==> config.mk <==
export PLATFORM = sky130hd
export DESIGN_NAME = adc3wire_rx_flat
export DESIGN_NICKNAME = d
export VERILOG_FILES = /design/src/rtl/adc3wire_rx_if.sv /design/src/rtl/adc3wire_rx.sv /design/src/flat_wrapper.sv
export SDC_FILE = /design/constraint.sdc
export NUM_CORES = 1
export LEC_CHECK = 0
export ABC_CLOCK_PERIOD_IN_PS = 6700
export BUFFER_PORTS_ARGS = -buffer_cell sky130_fd_sc_hd__buf_4
export CORE_MARGIN = 5
export CORE_UTILIZATION = 50
export DETAILED_ROUTE_END_ITERATION = 12
export GPL_TIMING_DRIVEN = 0
export PLACE_DENSITY_LB_ADDON = 0.2
export SLEW_MARGIN = 5
export SYNTH_ARGS = -nofsm -noshare
export SYNTH_HDL_FRONTEND = slang
export SYNTH_SLANG_ARGS = --single-unit
==> constraint.sdc <==
create_clock -name OPB_Clk -period 6.7 [get_ports OPB_Clk]
set_clock_uncertainty 0.15 [all_clocks]
set_input_delay 0 -clock OPB_Clk [delete_from_list [all_inputs] [get_ports OPB_Clk]]
set_output_delay 0 -clock OPB_Clk [all_outputs]
set_load 0.005 [all_outputs]
==> src/rtl/adc3wire_rx_if.sv <==
// rtl/adc3wire_rx_if.sv - register-bank read port and write/error report bundle for adc3wire_rx
// err_count exists only when ADC3WIRE_RX_ERRCNT_EN is defined.
interface adc3wire_rx_if;
    logic [3:0]  rd_addr;
    logic [15:0] rd_data;
    logic        wr_valid;
    logic [3:0]  wr_addr;
    logic [15:0] wr_data;
    logic        frame_err;
`ifdef ADC3WIRE_RX_ERRCNT_EN
    logic [7:0]  err_count;

    modport master (
        input  rd_addr,
        output rd_data, wr_valid, wr_addr, wr_data, frame_err, err_count
    );
    modport slave (
        output rd_addr,
        input  rd_data, wr_valid, wr_addr, wr_data, frame_err, err_count
    );
`else
    modport master (
        input  rd_addr,
        output rd_data, wr_valid, wr_addr, wr_data, frame_err
    );
    modport slave (
        output rd_addr,
        input  rd_data, wr_valid, wr_addr, wr_data, frame_err
    );
`endif
endinterface

==> src/rtl/adc3wire_rx.sv <==
// rtl/adc3wire_rx.sv - three-wire serial frame receiver writing a 16x16 register bank
// Define ADC3WIRE_RX_ERRCNT_EN to add the saturating rejected-frame counter err_count.
module adc3wire_rx #(
    parameter int unsigned SYNC_STAGES = 2,
    parameter logic [11:0] HEADER      = 12'h001
) (
    input  logic          OPB_Clk,
    input  logic          OPB_Rst,
    input  logic          adc3wire_clk,
    input  logic          adc3wire_data,
    input  logic          adc3wire_strobe,
    adc3wire_rx_if.master regs
);
    typedef enum logic {IDLE, SHIFT} state_t;

    localparam int unsigned SETTLE = SYNC_STAGES + 1;

    logic [SYNC_STAGES-1:0] sclk_sync_q, sclk_sync_d;
    logic [SYNC_STAGES-1:0] sdat_sync_q, sdat_sync_d;
    logic [SYNC_STAGES-1:0] strb_sync_q, strb_sync_d;
    logic                   sclk_dly_q, sclk_dly_d;
    logic                   strb_dly_q, strb_dly_d;
    logic [SETTLE-1:0]      settle_q, settle_d;

    state_t      state_q, state_d;
    logic [31:0] shift_q, shift_d;
    logic [5:0]  cnt_q, cnt_d;
    logic        wr_valid_q, wr_valid_d;
    logic        frame_err_q, frame_err_d;
    logic [3:0]  wr_addr_q, wr_addr_d;
    logic [15:0] wr_data_q, wr_data_d;
    logic [15:0] rd_data_q, rd_data_d;
    logic [15:0] bank_q [16];

    logic sclk_s, sdat_s, strb_s, settled;
    logic clk_rise, strb_fall, strb_rise;

    assign sclk_s  = sclk_sync_q[SYNC_STAGES-1];
    assign sdat_s  = sdat_sync_q[SYNC_STAGES-1];
    assign strb_s  = strb_sync_q[SYNC_STAGES-1];
    // Edges are only trusted once the reset values have flushed out of the
    // synchronizer and delay flops, so a strobe already low at reset release
    // never looks like a fresh frame start.
    assign settled = settle_q[SETTLE-1];

    assign clk_rise  = settled &  sclk_s & ~sclk_dly_q;
    assign strb_fall = settled & ~strb_s &  strb_dly_q;
    assign strb_rise = settled &  strb_s & ~strb_dly_q;

    always_comb begin
        sclk_sync_d = {sclk_sync_q[SYNC_STAGES-2:0], adc3wire_clk};
        sdat_sync_d = {sdat_sync_q[SYNC_STAGES-2:0], adc3wire_data};
        strb_sync_d = {strb_sync_q[SYNC_STAGES-2:0], adc3wire_strobe};
        sclk_dly_d  = sclk_s;
        strb_dly_d  = strb_s;
        settle_d    = {settle_q[SETTLE-2:0], 1'b1};
        rd_data_d   = bank_q[regs.rd_addr];
    end

    always_comb begin
        state_d     = state_q;
        shift_d     = shift_q;
        cnt_d       = cnt_q;
        wr_valid_d  = 1'b0;
        frame_err_d = 1'b0;
        wr_addr_d   = wr_addr_q;
        wr_data_d   = wr_data_q;
        case (state_q)
            IDLE: begin
                if (strb_fall) begin
                    state_d = SHIFT;
                    shift_d = '0;
                    cnt_d   = '0;
                end
            end
            SHIFT: begin
                if (strb_rise) begin
                    state_d = IDLE;
                    if (cnt_q == 6'd32 && shift_q[31:20] == HEADER) begin
                        wr_valid_d = 1'b1;
                        wr_addr_d  = shift_q[19:16];
                        wr_data_d  = shift_q[15:0];
                    end else if (cnt_q != 6'd0) begin
                        frame_err_d = 1'b1;
                    end
                end else if (clk_rise) begin
                    shift_d = {shift_q[30:0], sdat_s};
                    cnt_d   = (cnt_q == 6'd33) ? cnt_q : cnt_q + 6'd1;
                end
            end
            default: state_d = IDLE;
        endcase
    end

`ifdef ADC3WIRE_RX_ERRCNT_EN
    logic [7:0] err_cnt_q, err_cnt_d;

    always_comb begin
        err_cnt_d = err_cnt_q;
        if (frame_err_d && err_cnt_q != 8'hFF) begin
            err_cnt_d = err_cnt_q + 8'd1;
        end
    end

    always_ff @(posedge OPB_Clk) begin
        if (OPB_Rst) begin
            err_cnt_q <= '0;
        end else begin
            err_cnt_q <= err_cnt_d;
        end
    end

    assign regs.err_count = err_cnt_q;
`endif

    always_ff @(posedge OPB_Clk) begin
        if (OPB_Rst) begin
            sclk_sync_q <= '0;
            sdat_sync_q <= '0;
            strb_sync_q <= '1;
            sclk_dly_q  <= 1'b0;
            strb_dly_q  <= 1'b1;
            settle_q    <= '0;
            state_q     <= IDLE;
            shift_q     <= '0;
            cnt_q       <= '0;
            wr_valid_q  <= 1'b0;
            frame_err_q <= 1'b0;
            wr_addr_q   <= '0;
            wr_data_q   <= '0;
            rd_data_q   <= '0;
            for (int i = 0; i < 16; i++) begin
                bank_q[i] <= '0;
            end
        end else begin
            sclk_sync_q <= sclk_sync_d;
            sdat_sync_q <= sdat_sync_d;
            strb_sync_q <= strb_sync_d;
            sclk_dly_q  <= sclk_dly_d;
            strb_dly_q  <= strb_dly_d;
            settle_q    <= settle_d;
            state_q     <= state_d;
            shift_q     <= shift_d;
            cnt_q       <= cnt_d;
            wr_valid_q  <= wr_valid_d;
            frame_err_q <= frame_err_d;
            wr_addr_q   <= wr_addr_d;
            wr_data_q   <= wr_data_d;
            // rd_data_d samples the bank before this edge's write lands.
            rd_data_q   <= rd_data_d;
            if (wr_valid_d) begin
                bank_q[wr_addr_d] <= wr_data_d;
            end
        end
    end

    assign regs.rd_data   = rd_data_q;
    assign regs.wr_valid  = wr_valid_q;
    assign regs.wr_addr   = wr_addr_q;
    assign regs.wr_data   = wr_data_q;
    assign regs.frame_err = frame_err_q;
endmodule

==> src/flat_wrapper.sv <==
// flat-port wrapper written by rule: the top's interface ports become plain ports
module adc3wire_rx_flat 
#(
    parameter int unsigned SYNC_STAGES = 2,
    parameter logic [11:0] HEADER      = 12'h001
)
  (OPB_Clk, OPB_Rst, adc3wire_clk, adc3wire_data, adc3wire_strobe, regs_rd_addr, regs_rd_data, regs_wr_valid, regs_wr_addr, regs_wr_data, regs_frame_err);
  adc3wire_rx_if regs_i ();
  input  logic OPB_Clk;
  input  logic OPB_Rst;
  input  logic adc3wire_clk;
  input  logic adc3wire_data;
  input  logic adc3wire_strobe;
  input wire logic [$bits(regs_i.rd_addr)-1:0] regs_rd_addr;
  output wire logic [$bits(regs_i.rd_data)-1:0] regs_rd_data;
  output wire logic [$bits(regs_i.wr_valid)-1:0] regs_wr_valid;
  output wire logic [$bits(regs_i.wr_addr)-1:0] regs_wr_addr;
  output wire logic [$bits(regs_i.wr_data)-1:0] regs_wr_data;
  output wire logic [$bits(regs_i.frame_err)-1:0] regs_frame_err;
  assign regs_i.rd_addr = regs_rd_addr;
  assign regs_rd_data = regs_i.rd_data;
  assign regs_wr_valid = regs_i.wr_valid;
  assign regs_wr_addr = regs_i.wr_addr;
  assign regs_wr_data = regs_i.wr_data;
  assign regs_frame_err = regs_i.frame_err;
  adc3wire_rx #(.SYNC_STAGES(SYNC_STAGES), .HEADER(HEADER)) u_core (.OPB_Clk(OPB_Clk), .OPB_Rst(OPB_Rst), .adc3wire_clk(adc3wire_clk), .adc3wire_data(adc3wire_data), .adc3wire_strobe(adc3wire_strobe), .regs(regs_i));
endmodule
* Word-level counts from Yosys, hierarchy flattened
Memory sizes are Yosys's and may differ from the RTL's. A register that Yosys moved wholly into a read port is not among the register bits.
Cells that the tools add are included.
** Storage, ports and cells
- Word-level logic and storage cells :: 71
- Memories :: 1
- Bits of input ports :: 9
- Bits in writable memories :: 256
- Output and inout bits :: 38
- Flip-flop bits (word level) :: 72
** Cells by class
- Bitwise logic cells :: 11
- Eq/ne operators :: 7
- Add/subtract/negate cells :: 1
- Muxes and demuxes :: 31
- Reductions and logical operators :: 6
** Memories
- u_core.bank_q :: depth 16, bits a word 16, read ports 1, clocked after memory_dff 1, write ports 16, RTL line adc3wire_rx.sv:33 : logic [15:0] bank_q [16];
** Operator list (number)
- 32-bit two-way mux :: 3
- 16-bit two-way mux :: 4
- 32-bit one-hot mux with 2 select lines :: 1
- 6-bit two-way mux :: 4
- 4-bit two-way mux :: 4
- 16-bit OR reduction :: 1
- 1-bit two-way mux :: 13
- 12-bit by 1-bit equality test with 1-bit output (second input constant) :: 1
- 6-bit equality test (second input constant) :: 2
- 6-bit one-hot mux with 2 select lines :: 1
- 6-bit by 1-bit adder with 6-bit output (second input constant) :: 1
- 1-bit AND :: 6
- 2-bit != test (second input constant) :: 3
- 6-bit nonzero test :: 1
- 1-bit NOT :: 5
- 4-bit AND reduction :: 1
- 4-bit OR reduction :: 1
- 3-bit AND reduction :: 1
- 2-bit by 1-bit != test with 1-bit output (second input constant) :: 1
- 1-bit one-hot mux with 2 select lines :: 1
- 1-bit logical AND :: 1

* Depth between registers and ports, before layout
- Depth after elaboration :: 10
- Mapped depth :: 8
- Depth with buffers taken out :: 6

* Worst setup path after synthesis
No wires, ideal clock.
- Path kind :: reg2reg
- Start :: register u_core.cnt_q[2]
- End :: memory u_core.bank_q[7][0] (enable)
- Setup slack :: 3.394 ns
- Stages on the path, launching flop included :: 6
- Required time :: 6.139 ns
- Arrival :: 2.745 ns
- Buffers on the path :: 1
- Library setup time :: 0.411 ns
- Period minus slack after synthesis :: 3.306 ns
- Cell sequence :: dfxtp_1 or3_1 nor4_2 nand4b_1 clkbuf_1 o21ai_0
** RTL lines
- start, declared :: RTL line adc3wire_rx.sv:27 : logic [5:0] cnt_q, cnt_d;
- start signal, assigned :: RTL line adc3wire_rx.sv:144 : cnt_q <= cnt_d;
- end, declared :: RTL line adc3wire_rx.sv:33

==> metrics.yaml <==
layout-drive-gt1-share: 0.1680
grt_pass1_vias: 10000
startpoint_type: "flip-flop"
syn-instance-count: 1145
grt_max_degree: 15
hold_violations: 0
synth_cell_types: 37
fp.dieArea_um2: 32260
clock_latency_ps: 510
final_common_cell: "nor2_1"
synth_fa_ha_area_frac: 0.002609
tightest_slew_ps: 1149
peakVddDrop_mv: 0.1659
worstSetupEndpointType: "flip-flop"
cts_made_buffers: 37
fin_crit_sh: 0.5012
cts_tree: "yes"
ys.flop_type: "edfxtp_1"
p_per_area_nw_per_um2: 282.3
avgSynthCellArea_um2: 12.56
worst_r2r_endpoint: "u_core.bank_q[0][14]"
cp-startpoint: "u_core.cnt_q[2]"
track_usage: 0.2570
routedWlPerCell_um: 25.38
instances_no_fill: 1658
r2r_cells: 6
path_depth: 6
power_leakage_nw: 5.543
place_inst: 1588
slew_violations: 0
timing.rr.start: "u_core.cnt_q[2]"
fp.dieH_um: 179.6
htreeDepth: 2
die_width_um: 179.6
vias: 10077
ff2ff_setup_slack_ps: 3340
synthMuxAreaShare: 0.1299
crit_chain: "or3_1 > nor4_2 > nand3_1 > buf_2 > o21ai_2 > buf_6"
drt_iter0_drc: 1451
hold_path_class: "in2reg"
slew_headroom: 0.2275
dr.pass1.iters: 7
wirelength_um: 42080
dpl.hpwl_um: 28460
grt_first_pass_wirelength_um: 62200
synth_top_family_by_area: "simple AND/OR/NAND/NOR gates"
hold-worst-slack_ps: 43.80
yosys.area_share.simple: 0.1386
critPathBufInv: 2
clock_sinks: 344
clk_transition_reported_paths_ps: 60
status: "finished clean"
synth_area_um2: 14390
ant_nets: 0
setup_viol: 0
ys_seq_area_frac: 0.6569
fmax_ghz: 0.2978
synth_compound_area_frac: 0.04549
cp_max_fo: 10
mostFrequentLayoutCells: "261 x nor2_1, 256 x edfxtp_1, 127 x nand2_1"
nets: 1262
grt_overflow: 0
synth_xor_xnor_area_share: 0
drv_cap: 0
synth_nets: 1157
crit_type: "reg2reg"
gp_congestion: 0.8637
critical-path-top-delay-family: "simple AND/OR/NAND/NOR gates"
start_util: 0.5039
num_rows: 62
root_buffer: "clkbuf_16"
synthArstFlopShare: 0
io_pins: 47
synth-edff-count: 256
slowest_stage: "o21ai_2"
max_stage_delay_ps: 750
drc: 0
area_growth_pct: 17.18
post-route-min-period_ps: 3358
ys_seq_elements: 344
n_antenna_cell: 0
setup_tns_ps: 0
core_area_um2: 28550
io_buffers: 43
cp.required_ps: 6770
endpoint: "u_core.bank_q[0][14]"
post_cts_buffers: 0
vias_per_cell: 6.078
antenna_found_initial: 0
cts_buffer_depth: 3
crit_arrival_ps: 3420
rsz0062_at_grt: "no"
yosysWarnings: 0
-- worst register-to-register path, stage by stage, from the launching register on --
cell     delay, ps
dfxtp_1        340
or3_1          420
nor4_2         490
nand3_1        310
buf_2          340
o21ai_2        750
buf_6          260
-- flip-flops by register name (all words and copies together), names as in the netlist, 2 cells and up --
name and count:
u_core.sclk_sync_q 2, u_core.bank_q 256, u_core.regs.rd_data 16, u_core.strb_sync_q 2, u_core.shift_q 32, u_core.settle_q 3, u_core.regs.wr_addr 4, u_core.sdat_sync_q 2
u_core.cnt_q 6, u_core.regs.wr_data 16
-- stage by stage --
stage / worst slack, ps / area, um^2 / utilization / total power (W)
CTS: 3350 / 16860 / 0.5905 / 0.004767
finish: 3342 / 16860 / 0.5905 / 0.004759
global route: 3185 / 16860 / 0.5905 / 0.004878
global placement: 1405 / 15190 / 0.5320 / 0.002633
floorplan: 3394 / 14390 / - / 0.002543
detailed placement: 3361 / 15520 / 0.5437 / 0.002653
-- per-layer routing --
metal  up-vias  track usage  wire [um]
li1       4367            -          -
met1      4915       0.3591      16130
met2       683       0.4081      19530
met3       112      0.04992       4778
met4         0      0.08991       1646
met5         -            0          0
-- final cells by class --
cell class                      instances  area (um^2)
Multi-Input combinational cell        705         4616
Tap cell                              384        480.5
Buffer                                 91        361.6
Sequential cell                       344         9449
Clock inverter                         18        265.3
Timing Repair Buffer                   66        666.9
Inverter                                5        18.77
Clock buffer                           45        998.5
Fill cell                            2343        11690
-- Yosys cell counts (all sizes together) (7+ instances only) --
cell type,number,share of area
nor2b,12,0.0052
nand3,7,0.0024
buf,23,0.0074
o21ai,51,0.018
nand4,39,0.017
nand2,127,0.033
clkbuf,68,0.018
dfxtp,88,0.12
mux4,59,0.092
mux2i,54,0.038
edfxtp,256,0.53
a21oi,37,0.013
nor2,261,0.068
o22ai,11,0.0048
-- worst min-delay path by stage --
| stage | endpoint | depth (start not counted) | slack (ps) | startpoint |
|---|---|---|---|---|
| 2_1_floorplan | u_core.strb_sync_q[0] | 1 | -50 | adc3wire_strobe |
| 3_3_place_gp | u_core.strb_sync_q[0] | 2 | 40 | adc3wire_strobe |
| 3_5_place_dp | u_core.strb_sync_q[0] | 2 | 40 | adc3wire_strobe |
| 4_1_cts | u_core.regs.rd_data[9] | 5 | 40 | regs_rd_addr[1] |
| 5_1_grt | u_core.regs.rd_data[4] | 3 | 70 | regs_rd_addr[2] |
| 6_report | u_core.regs.rd_data[4] | 3 | 40 | regs_rd_addr[2] |
-- timing repair --
item / in CTS / in global routing
hold buffers: 7 / 0
gates resized for setup: 0 / 0
endpoints found under the setup margin: 0 / 0
hold endpoints to repair: 20 / 0
-- cell families after synthesis --
| kind of cell | Yosys count |
|---|---|
| AND/OR/NAND/NOR | 472 |
| adder cells (fa/ha/maj) | 3 |
| buffers and inverters | 96 |
| AO/OA/AOI/OAI | 117 |
| flip-flops | 344 |
| multiplexers | 113 |
-- power breakdown --
group / total (W) / internal (W) / switching, W
clock: 0.00215 / 0.00133 / 0.000821
combinational: 0.000251 / 0.000102 / 0.000149
sequential: 0.00236 / 0.00234 / 0.0000172
Power figures use the tool's default switching activity.
